`config.mk`:
```
export PLATFORM = sky130hd
export DESIGN_NAME = count_nb
export DESIGN_NICKNAME = d
export VERILOG_FILES = /design/src/rtl/count_nb.sv
export SDC_FILE = /design/constraint.sdc
export NUM_CORES = 1
export LEC_CHECK = 0
export BUFFER_PORTS_ARGS = -buffer_cell sky130_fd_sc_hd__buf_2
export CAP_MARGIN = 20
export CORE_AREA = 2 2 39 41
export CTS_CLUSTER_DIAMETER = 80
export DETAILED_ROUTE_END_ITERATION = 7
export DIE_AREA = 0 0 41 43
export PLACE_DENSITY_LB_ADDON = 0.3
export REMOVE_ABC_BUFFERS = 1
export SLEW_MARGIN = 20
export SYNTH_ARGS = -nofsm -noshare
export SYNTH_HDL_FRONTEND = slang
export SYNTH_SLANG_ARGS = --single-unit
```
`constraint.sdc`:
```
create_clock -name CLK -period 1.6 [get_ports CLK]
set_clock_uncertainty 0.1 [all_clocks]
set_input_delay 0.24 -clock CLK [delete_from_list [all_inputs] [get_ports CLK]]
set_output_delay 0.24 -clock CLK [all_outputs]
set_load 0.02 [all_outputs]
```
`src/rtl/count_nb.sv`:
```
// N-bit up/down counter with parallel load, programmable terminal value (modulo MAXV+1),
// wrap or saturate boundary handling, lookahead carry/borrow and a registered terminal-count pulse.
module count_nb #(
  parameter int W    = 4,
  parameter int MAXV = 2**W-1,
  parameter bit SAT  = 1'b0
) (
  input  logic         CLK,
  input  logic         Clr,
  input  logic         LOAD,
  input  logic         E,
  input  logic         D,
  input  logic [W-1:0] IN,
  output logic [W-1:0] Q,
  output logic         C,
  output logic         TC,
  output logic         EQZ,
  output logic         EQM
);

  localparam logic [W-1:0] MAXQ = W'(MAXV);

  if (W < 1 || MAXV < 1 || longint'(MAXV) > ((longint'(1) << W) - 1)) begin : g_param_chk
    $error("count_nb: MAXV=%0d out of range for W=%0d", MAXV, W);
  end

  // Load values above the terminal count clamp to it, so Q can never exceed MAXV.
  function automatic logic [W-1:0] clamp_load(input logic [W-1:0] v);
    return (v > MAXQ) ? MAXQ : v;
  endfunction

  logic         bnd;
  logic [W-1:0] q_nxt;
  logic         tc_nxt;

  assign EQZ = (Q == '0);
  assign EQM = (Q == MAXQ);
  assign bnd = D ? EQZ : EQM;

  // Gated by Clr so a cascade sees no carry while the slice is held in reset.
  assign C = Clr & E & ~LOAD & bnd;

  always_comb begin
    q_nxt  = Q;
    tc_nxt = 1'b0;
    if (LOAD) begin
      q_nxt = clamp_load(IN);
    end else if (E) begin
      if (bnd) begin
        tc_nxt = 1'b1;
        if (!SAT) q_nxt = D ? MAXQ : '0;
      end else begin
        q_nxt = D ? (Q - W'(1)) : (Q + W'(1));
      end
    end
  end

  always_ff @(posedge CLK or negedge Clr) begin
    if (!Clr) begin
      Q  <= '0;
      TC <= 1'b0;
    end else begin
      Q  <= q_nxt;
      TC <= tc_nxt;
    end
  end

endmodule
```
==> results of run 1 <==
==> worst max-delay path: stages, from the launching register on <==
cell,delay [ps]
sky130_fd_sc_hd__dfrtp_1,400
sky130_fd_sc_hd__buf_6,140
sky130_fd_sc_hd__nor4_4,280
sky130_fd_sc_hd__nand2_1,100
sky130_fd_sc_hd__a21oi_2,190
sky130_fd_sc_hd__and2_4,160
sky130_fd_sc_hd__buf_6,100
==> routing by layer <==
layer / up-vias / share of wire, % / global-route usage (%)
met5: - / 0 / 0
li1: 256 / - / -
met3: 4 / 6.1 / 10.5
met1: 252 / 42 / 22.0
met2: 16 / 49 / 30.9
met4: 0 / 2.9 / 2.00
==> layout make-up <==
type	count	area, µm²	area share, %
sequential	5	125	14.4
timing repair buffer	42	319	36.8
clock buffer	4	26.3	3.03
multi-input combinational	34	358	41.3
inverter	5	18.8	2.16
tap	16	20.0	2.31
==> registers in the layout, indices dropped and copies added, names as in the netlist <==
signal  cells
TC          1
Q           4
==> metrics by stage <==
stage	setup TNS (ps)	hold slack, ps	std cells
2_1_floorplan	-812	-156	44
5_1_grt	-1160	111	106
6_report	-744	111	106
4_1_cts	-678	111	104
3_5_place_dp	-358	-36.8	91
3_3_place_gp	-280	-36.9	91
==> repair_timing <==
item                                   CTS  global route
endpoints found under the hold margin    5             0
hold buffers                             1             0
gates resized for setup                 23            14
pin swaps                                7            10
setup endpoints to repair                6             6
buffers inserted                         9             5
==> synth_stat cells (all sizes together), types with 2 or more instances <==
master	number	share of area [%]
inv	5	4.7
o21ai	4	5.0
ha	2	6.2
dfrtp	5	31
nand2	5	4.7
a21oi	4	5.0
xnor2	2	4.4
==> report_power, final <==
group / leakage, nW / internal [mW] / switching (mW) / total, mW
combinational: 0.338 / 0.214 / 0.195 / 0.410
clock: 0.0150 / 0.0942 / 0.0504 / 0.145
sequential: 0.0615 / 0.141 / 0.0133 / 0.155
==> final timing paths <==
| check | end | cells after the start | slack, ps | from |
|---|---|---|---|---|
| min in group asynchronous | Q[3] | 2 | 290 | Clr |
| hold reg to reg | TC | 4 | 680 | Q[3] |
| setup reg to reg | Q[3] | 6 | -180 | Q[2] |
| setup / recovery | C | 6 | -360 | Q[2] |
| max in group asynchronous | Q[1] | 2 | 910 | Clr |
| hold / removal | Q[1] | 3 | 110 | IN[1] |
==> logic make-up (layout without fill, tap and decap cells) <==
kind of cell    count (synthesis)  count (layout)  share of synthesized area [%]
xor+xnor                        2               2                           4.36
compound gates                 16              16                           27.4
simple gates                   13              13                           20.3
fa+ha+maj                       3               3                           11.2
buf+inv                         6              51                           5.61
flops                           5               5                           31.2
==> out/results.env, run 1 <==
CTS_ROOT_BUFFER='sky130_fd_sc_hd__clkbuf_4'
GRT_FIRST_PASS_WIRELENGTH_MM=2.24
CTSHTREEMAXLEVEL=1
VIOLATIONS_IN_THE_FINAL_REPORTS='negative setup slack'
CLOCK_SINKS=5
LARGEST_NET_DEGREE_AT_THE_START_OF_GLOBAL_ROUTING=9
LAYOUT.CELLS.MOST_COMMON='sky130_fd_sc_hd__buf_4'
TIMING.MAX_CAP.VIOLATIONS=0
DIE_AREA_MM2=0.00176
PIN_COUNT=17
FINAL-HOLD-VIOLATION-COUNT=0
SYNTH-WARNING-COUNT=0
PLACEMENT.SETUP.WORST_SLACK_PS=-133
DRIVE_ABOVE_1_SHARE_PCT=71.1
WL_PER_CELL_UM=13.8
VIA_PER_INST=4.98
CELLLEAKAGEPOWER_nW=0.414
POWERDENSITY_mW_PER_MM2=818
FLOORPLAN.DIE.WIDTH_UM=41
GROUTE.USAGE.OVERALL_PCT=19.1
SETUP_VIOLATIONS=6
FINAL_CORE_UTILIZATION_PCT=62.7
OUTCOME='finished with violations'
COUNT_OF_UNRESOLVED_DRC_VIOLATIONS_AFTER_ROUTING=0
GATE_COUNT_OF_THE_MAPPED_NETLIST=45
VIAS=528
FMAX_GHz=0.511
ANTENNADIODECOUNT=0
YS_ASYNC_SR_FRACTION_PCT=100
SYNTH-EDFF-COUNT=0
WORST-ENDPOINT-ARRIVAL_PS=1620
P_TOTAL_mW=0.709
FILLERINSTANCES=122
POSTSYNTH.TOPFLOPCELL='sky130_fd_sc_hd__dfrtp_1'
MIN_PATH_TYPE='input pin to register'
FLOORPLAN.ROWS=14
CRITICAL_PATH.MAX_FANOUT=4
NETLIST-CELL-TYPE-COUNT=26
MAXSLEWVIOLCOUNT=0
FLOORPLAN.INITIALDENSITY_PCT=29.0
RSZ_0062_RAISED_AFTER_GLOBAL_ROUTING='true'
CTS-ROOT-TO-SINK-BUFFERS=2
DRT_PASS1_ITERATIONS=2
DRT_ITER0_MARKERS=3
POST_SYNTHESIS_INSTANCE_AREA_UM2=402
FINAL_DESIGN_AREA_NO_FILL_UM2=867
GRT_REMAINING_OVERFLOW=0
MAX_SLEW.WORST_PIN.SLEW_PS=268
FIRST_GLOBAL_VIAS=530
MAXSLEWHEADROOM_PCT=82.1
FINAL_CLOCK_PERIOD_UTILIZATION_BY_THE_WORST_PATH_PCT=122
CTS.REPORTEDPATHS.CLKPINSLEW_PS=40
DETAILED_PLACE.AREA_UM2=611
YS_SEQ_AREA_SHARE_PCT=31.2
POSTROUTEWIRELENGTH_MM=1.47
TRITONCTS='built'
MOST-COMMON-LAYOUT-CELLS='sky130_fd_sc_hd__buf_4 (19), sky130_fd_sc_hd__buf_2 (13), sky130_fd_sc_hd__buf_6 (9)'
PORTBUFFERS=16
GP_CONGESTION=0.830
DETAIL-ROUTE-ANTENNA-NETS=0
CTS_INSERTED_BUFFERS=3
SYN2LAYOUT_AREA_GROWTH_PCT=116
ANTENNA_FOUND_INITIAL=0
SETUP_SLACK_PS=-356
DIEHEIGHT_UM=43
WORST_IR_DROP_VDD_mV=0.654
CLOCK_INSERTION_DELAY_WORST_SKEW_PS=240
AVGSYNTHCELLAREA_UM2=8.93
FINAL.MIN_CLOCK_PERIOD_PS=1960
WORSTSETUPENDPOINTTYPE='output port'
WORSTPATHREQUIRED_PS=1260
DESIGN.FINAL.NETS=103
SYNTH_SEQ_CELLS=5
FLOORPLAN.CORE_AREA_MM2=0.00138
CRIT_PATH_START_KIND='register'
HPWLAFTERDP_UM=881
PATH_CLASS='register to output port'
Note: power is estimated with default switching activity, not from simulation.
==> inputs of run 2 (changes only) <==
--- a/config.mk
+++ b/config.mk
@@ -13,6 +13,7 @@
 export DIE_AREA = 0 0 41 43
 export PLACE_DENSITY_LB_ADDON = 0.3
 export REMOVE_ABC_BUFFERS = 1
+export SETUP_SLACK_MARGIN = 0.15
 export SLEW_MARGIN = 20
 export SYNTH_ARGS = -nofsm -noshare
 export SYNTH_HDL_FRONTEND = slang
==> out/results.env, run 2 (same netlist as run 1, synthesis figures left out) <==
WORSTSETUPENDPOINTTYPE='output port'
REG.LARGEST.LIST='Q (4), TC (1)'
CLOCK_INSERTION_DELAY_WORST_SKEW_PS=240
CRITICAL_PATH.MAX_FANOUT=4
DRIVE_ABOVE_1_SHARE_PCT=67.4
FLOORPLAN.INITIALDENSITY_PCT=29.0
FINAL_CORE_UTILIZATION_PCT=62.7
FINAL_DESIGN_AREA_NO_FILL_UM2=868
GRT_FIRST_PASS_WIRELENGTH_MM=2.20
DIE_AREA_MM2=0.00176
DIEHEIGHT_UM=43
DRT_ITER0_MARKERS=2
PORTBUFFERS=16
CLOCK_SINKS=5
CRIT-REG2REG-LAUNCH='Q[2]'
POST_LAYOUT_NONFILLER_INSTANCES=108
TRITONCTS='built'
CRIT_PATH_TOP_DELAY_CELL='sky130_fd_sc_hd__dfrtp_1'
SETUP_SLACK_PS=-360
SYN2LAYOUT_AREA_GROWTH_PCT=116
DRT_PASS1_ITERATIONS=3
DESIGN.FINAL.NETS=105
PLACE.DETAILED.INSTANCES=91
FINAL_CLOCK_PERIOD_UTILIZATION_BY_THE_WORST_PATH_PCT=122
POWERDENSITY_mW_PER_MM2=800
WORSTPATHREQUIRED_PS=1260
VIOLATIONS_IN_THE_FINAL_REPORTS='negative setup slack'
CTS_INSERTED_BUFFERS=3
CTSHTREEMAXLEVEL=1
WL_PER_CELL_UM=13.4
ANTENNADIODECOUNT=0
DETAILED_PLACE.AREA_UM2=611
MAX_SLEW.WORST_PIN.SLEW_PS=282
GP_CONGESTION=0.830
ANTENNA_FOUND_INITIAL=0
WORST-ENDPOINT-ARRIVAL_PS=1620
AREA_OF_COMBINATIONAL_CELLS_WITH_MULTIPLE_INPUTS_UM2=323
CRITPATHMAXSTAGEDELAY_PS=390
PIN_COUNT=17
CRITICAL_PATH.CELL_CHAIN='buf_6 -> nor4_4 -> nand2_1 -> a21oi_2 -> and2_4 -> buf_6'
STORAGE_CELL_AREA_UM2=125
GRT_REMAINING_OVERFLOW=0
TIMING.MAX_CAP.VIOLATIONS=0
POSTROUTEWIRELENGTH_MM=1.45
MAXSLEWHEADROOM_PCT=81.1
HP-START='IN[2]'
CELLLEAKAGEPOWER_nW=0.427
FIRST_GLOBAL_VIAS=548
PATH_COMMON_CELL='sky130_fd_sc_hd__buf_6'
MIN_PATH_TYPE='input pin to register'
DETAIL-ROUTE-ANTENNA-NETS=0
SETUP_VIOLATIONS=6
HPWLAFTERDP_UM=881
OUTCOME='finished with violations'
FLOORPLAN.ROWS=14
FINAL.MIN_CLOCK_PERIOD_PS=1960
FLOORPLAN.DIE.WIDTH_UM=41
FLOORPLAN.CORE_AREA_MM2=0.00138
CTS.REPORTEDPATHS.CLKPINSLEW_PS=40
LARGEST_REGISTER_FF_COUNT=4
LARGEST_NET_DEGREE_AT_THE_START_OF_GLOBAL_ROUTING=9
FMAX_GHz=0.510
CTS-ROOT-TO-SINK-BUFFERS=2
LARGEST-REGISTER='Q'
VIAS=533
FILLERINSTANCES=127
FIN_TNS_SETUP_PS=-1090
WORST_IR_DROP_VDD_mV=0.655
LAYOUT.CELLS.MOST_COMMON='sky130_fd_sc_hd__buf_4'
MAXSLEWVIOLCOUNT=0
MOST-COMMON-LAYOUT-CELLS='sky130_fd_sc_hd__buf_4 (17), sky130_fd_sc_hd__buf_6 (14), sky130_fd_sc_hd__buf_2 (12)'
FINAL-HOLD-VIOLATION-COUNT=0
RSZ_0062_RAISED_AFTER_GLOBAL_ROUTING='true'
PATH_CLASS='register to output port'
VIA_PER_INST=4.94
WORST_SETUP_PATH_STARTPOINT='Q[2]'
GROUTE.USAGE.OVERALL_PCT=19.1
COUNT_OF_UNRESOLVED_DRC_VIOLATIONS_AFTER_ROUTING=0
CRIT_PATH_START_KIND='register'
CTS_ROOT_BUFFER='sky130_fd_sc_hd__clkbuf_4'
[run 2: layout make-up]
type	instances	area share [%]
inverter	5	2.16
tap	16	2.31
multi-input combinational	34	37.2
timing repair buffer	44	40.9
sequential	5	14.4
clock buffer	4	3.03
[run 2: metrics by stage]
step	total power, mW	hold WS, ps	setup WS, ps
final	0.695	115	-360
after global routing	0.739	111	-438
after floorplan	0.296	-156	-262
after CTS	0.655	111	-287
after detailed placement	0.403	-36.8	-133
after global placement	0.402	-36.9	-111
[run 2: routing by layer]
layer  global-route usage (%)  vias to the layer above  routed length (µm)
met4                     2.00                        0                  15
met1                     21.0                      261                 582
li1                         -                      257                   -
met2                     31.9                       13                 772
met3                     10.5                        2                  74
met5                        0                        -                   0
[run 2: worst paths after layout]
path / end / slack [ps] / cells after the start
worst max-delay path: C / -360 / 6
worst min-delay path: Q[2] / 110 / 2
worst max register to register: Q[2] / -150 / 9
worst min register to register: Q[0] / 690 / 4
max in group asynchronous: Q[1] / 910 / 2
min in group asynchronous: Q[3] / 290 / 2
[run 2: critical path, delay by kind of cell (launching register included)]
family | cells | cell delay, ps
buffers and inverters | 2 | 240
DFF | 1 | 390
and+or+nand+nor | 3 | 550
AOI/OAI and AO/OA | 1 | 200
[run 2: where the power goes]
part / switching, mW / internal, mW
Combinational: 0.183 / 0.214
Sequential: 0.0125 / 0.141
Clock: 0.0502 / 0.0942
Total: 0.246 / 0.449
[run 2: what timing repair did]
item,in CTS,in global routing
endpoints found under the hold margin,5,0
setup buffers,7,5
cloned,0,0
pin swaps,7,7
gates resized for setup,25,10
hold buffers,1,0
setup endpoints to repair,6,7
==> inputs of run 3 (changes only) <==
--- a/config.mk
+++ b/config.mk
@@ -12,7 +12,6 @@
 export DETAILED_ROUTE_END_ITERATION = 7
 export DIE_AREA = 0 0 41 43
 export PLACE_DENSITY_LB_ADDON = 0.3
-export REMOVE_ABC_BUFFERS = 1
 export SETUP_SLACK_MARGIN = 0.15
 export SLEW_MARGIN = 20
 export SYNTH_ARGS = -nofsm -noshare
==> out/results.env, run 3 (same netlist as run 1, synthesis figures left out) <==
CTS_ROOT_BUFFER='sky130_fd_sc_hd__clkbuf_4'
FINALHOLDWORSTSLACK_PS=87.5
TIMING.MAX_CAP.VIOLATIONS=0
FINAL.MIN_CLOCK_PERIOD_PS=1840
FLOORPLAN.DIE.WIDTH_UM=41
TIMING.REG2REG.WORST_PATH_DEPTH=7
MAXSLEWVIOLCOUNT=0
FMAX_GHz=0.543
MAX_SLEW.WORST_PIN.SLEW_PS=260
TIMING.CRITICAL_PATH.MAX_DELAY_FAMILY='compound AO/OA/AOI/OAI gates'
MIN_PATH_TYPE='input pin to register'
GRT_REMAINING_OVERFLOW=0
DIEHEIGHT_UM=43
WORST_HOLD_PATH.ENDPOINT='Q[1]'
CTS.REPORTEDPATHS.CLKPINSLEW_PS=60
CLOCK_INSERTION_DELAY_WORST_SKEW_PS=260
DESIGN.FINAL.NETS=100
STORAGE_CELL_AREA_UM2=130
VIA_PER_INST=5.18
LARGEST-REGISTER='Q'
CRITICAL_PATH.CELL_CHAIN='buf_4 -> buf_6 -> ha_4 -> a21oi_4 -> a2111oi_4 -> a41o_1 -> o31ai_2'
FLOORPLAN.ROWS=14
COUNT_OF_UNRESOLVED_DRC_VIOLATIONS_AFTER_ROUTING=0
VIAS=534
LARGEST_REGISTER_FF_COUNT=4
P_TOTAL_mW=0.735
DRT_ITER0_MARKERS=7
SETUP_VIOLATIONS=4
DRT_PASS1_ITERATIONS=2
CRIT_PATH_START_KIND='register'
WORST-PATH-BUF-INV=2
DIE_AREA_MM2=0.00176
WORSTSETUPENDPOINTTYPE='register'
POSTROUTEWIRELENGTH_MM=1.50
WORSTREG2REGEND='Q[3]'
CTSHTREEMAXLEVEL=1
PIN_COUNT=17
GRT_FIRST_PASS_WIRELENGTH_MM=2.19
CRIT_PATH_TOP_DELAY_CELL='sky130_fd_sc_hd__dfrtp_2'
FINAL_CLOCK_PERIOD_UTILIZATION_BY_THE_WORST_PATH_PCT=115
CRITICAL_PATH.MAX_FANOUT=4
DRIVE_ABOVE_1_SHARE_PCT=71.3
WORST-ENDPOINT-ARRIVAL_PS=1880
VIOLATIONS_IN_THE_FINAL_REPORTS='negative setup slack'
WORSTHOLDPATHCELLS=3
CRITPATHMAXSTAGEDELAY_PS=430
OUTCOME='finished with violations'
FINAL_CORE_UTILIZATION_PCT=62.3
WORSTPATHREQUIRED_PS=1640
LARGEST_NET_DEGREE_AT_THE_START_OF_GLOBAL_ROUTING=9
ANTENNA_FOUND_INITIAL=0
CTS-ROOT-TO-SINK-BUFFERS=2
R2R_SLACK_PS=-240
PLACEMENT.SETUP.WORST_SLACK_PS=-121
AREA_OF_COMBINATIONAL_CELLS_WITH_MULTIPLE_INPUTS_UM2=355
CRIT-REG2REG-LAUNCH='Q[2]'
HPWLAFTERDP_UM=954
REG.LARGEST.LIST='Q (4), TC (1)'
TRITONCTS='built'
FLOORPLAN.INITIALDENSITY_PCT=29.0
ANTENNADIODECOUNT=0
CELLLEAKAGEPOWER_nW=0.399
POST_LAYOUT_NONFILLER_INSTANCES=103
GP_CONGESTION=0.816
WORST_IR_DROP_VDD_mV=0.464
WL_PER_CELL_UM=14.6
PORTBUFFERS=16
MOST-COMMON-LAYOUT-CELLS='sky130_fd_sc_hd__buf_4 (16), sky130_fd_sc_hd__buf_2 (12), sky130_fd_sc_hd__buf_6 (9)'
MAXSLEWHEADROOM_PCT=82.7
SETUP_SLACK_PS=-241
GROUTE.USAGE.OVERALL_PCT=19.5
FLOORPLAN.CORE_AREA_MM2=0.00138
CTS_INSERTED_BUFFERS=3
DETAIL-ROUTE-ANTENNA-NETS=0
POWERDENSITY_mW_PER_MM2=853
FILLERINSTANCES=117
SYNTH.NET_COUNT=57
CLOCK_SINKS=5
PATH_CLASS='register to register'
HP-START='IN[1]'
RSZ_0062_RAISED_AFTER_GLOBAL_ROUTING='true'
SYN2LAYOUT_AREA_GROWTH_PCT=115
FIRST_GLOBAL_VIAS=506
FINAL-HOLD-VIOLATION-COUNT=0
LAYOUT.CELLS.MOST_COMMON='sky130_fd_sc_hd__buf_4'
PLACE.DETAILED.INSTANCES=89
-- run 3: final cells by class --
type / count / area share, %
clock buffers: 4 / 3.05
inverters: 5 / 2.18
multi-input cells: 34 / 41.2
flip-flops and latches: 5 / 15.1
well taps: 16 / 2.32
repair buffers: 39 / 36.1
-- run 3: how the worst max path moves through the flow --
stage	start	endpoint	slack, ps	depth (start not counted)
3_3_place_gp	Q[2]	Q[3]	-70	5
2_1_floorplan	Q[2]	C	-160	4
5_1_grt	Q[2]	C	-340	5
4_1_cts	Q[1]	C	-260	5
6_report	Q[2]	Q[3]	-240	7
3_5_place_dp	Q[2]	Q[3]	-120	5
-- run 3: metal layers --
layer | vias to the layer above | global-route usage (%) | wire [µm] | share of wire, %
met3 | 4 | 4.71 | 57 | 3.8
li1 | 248 | - | - | -
met2 | 14 | 31.9 | 831 | 55
met4 | 0 | 12.0 | 28 | 1.9
met5 | - | 0 | 0 | 0
met1 | 268 | 20.8 | 583 | 39
-- run 3: where the power goes --
| part | internal (mW) | switching (mW) | leakage [nW] |
|---|---|---|---|
| Clock | 0.0953 | 0.0683 | 0.0150 |
| Combinational | 0.220 | 0.187 | 0.327 |
| Sequential | 0.144 | 0.0212 | 0.0573 |
-- run 3: timing repair --
| action | 4_1_cts | 5_1_grt |
|---|---|---|
| pin swaps | 7 | 8 |
| endpoints found under the setup margin | 6 | 7 |
| buffers inserted | 5 | 4 |
| resized for setup | 17 | 8 |
| hold buffers | 1 | 0 |
| hold endpoints to repair | 5 | 0 |
-- run 3: worst register-to-register path, stage by stage (launching register included) --
cell and delay [ps]:
sky130_fd_sc_hd__dfrtp_2 430, sky130_fd_sc_hd__buf_4 150, sky130_fd_sc_hd__buf_6 110, sky130_fd_sc_hd__ha_4 290
sky130_fd_sc_hd__a21oi_4 80, sky130_fd_sc_hd__a2111oi_4 360, sky130_fd_sc_hd__a41o_1 160, sky130_fd_sc_hd__o31ai_2 60
-- run 3: stage by stage --
stage,setup TNS [ps],instance area [µm²]
finish,-839,862
detailed placement,-255,629
global placement,-153,629
floorplan,-356,423
global route,-1250,862
CTS,-647,791
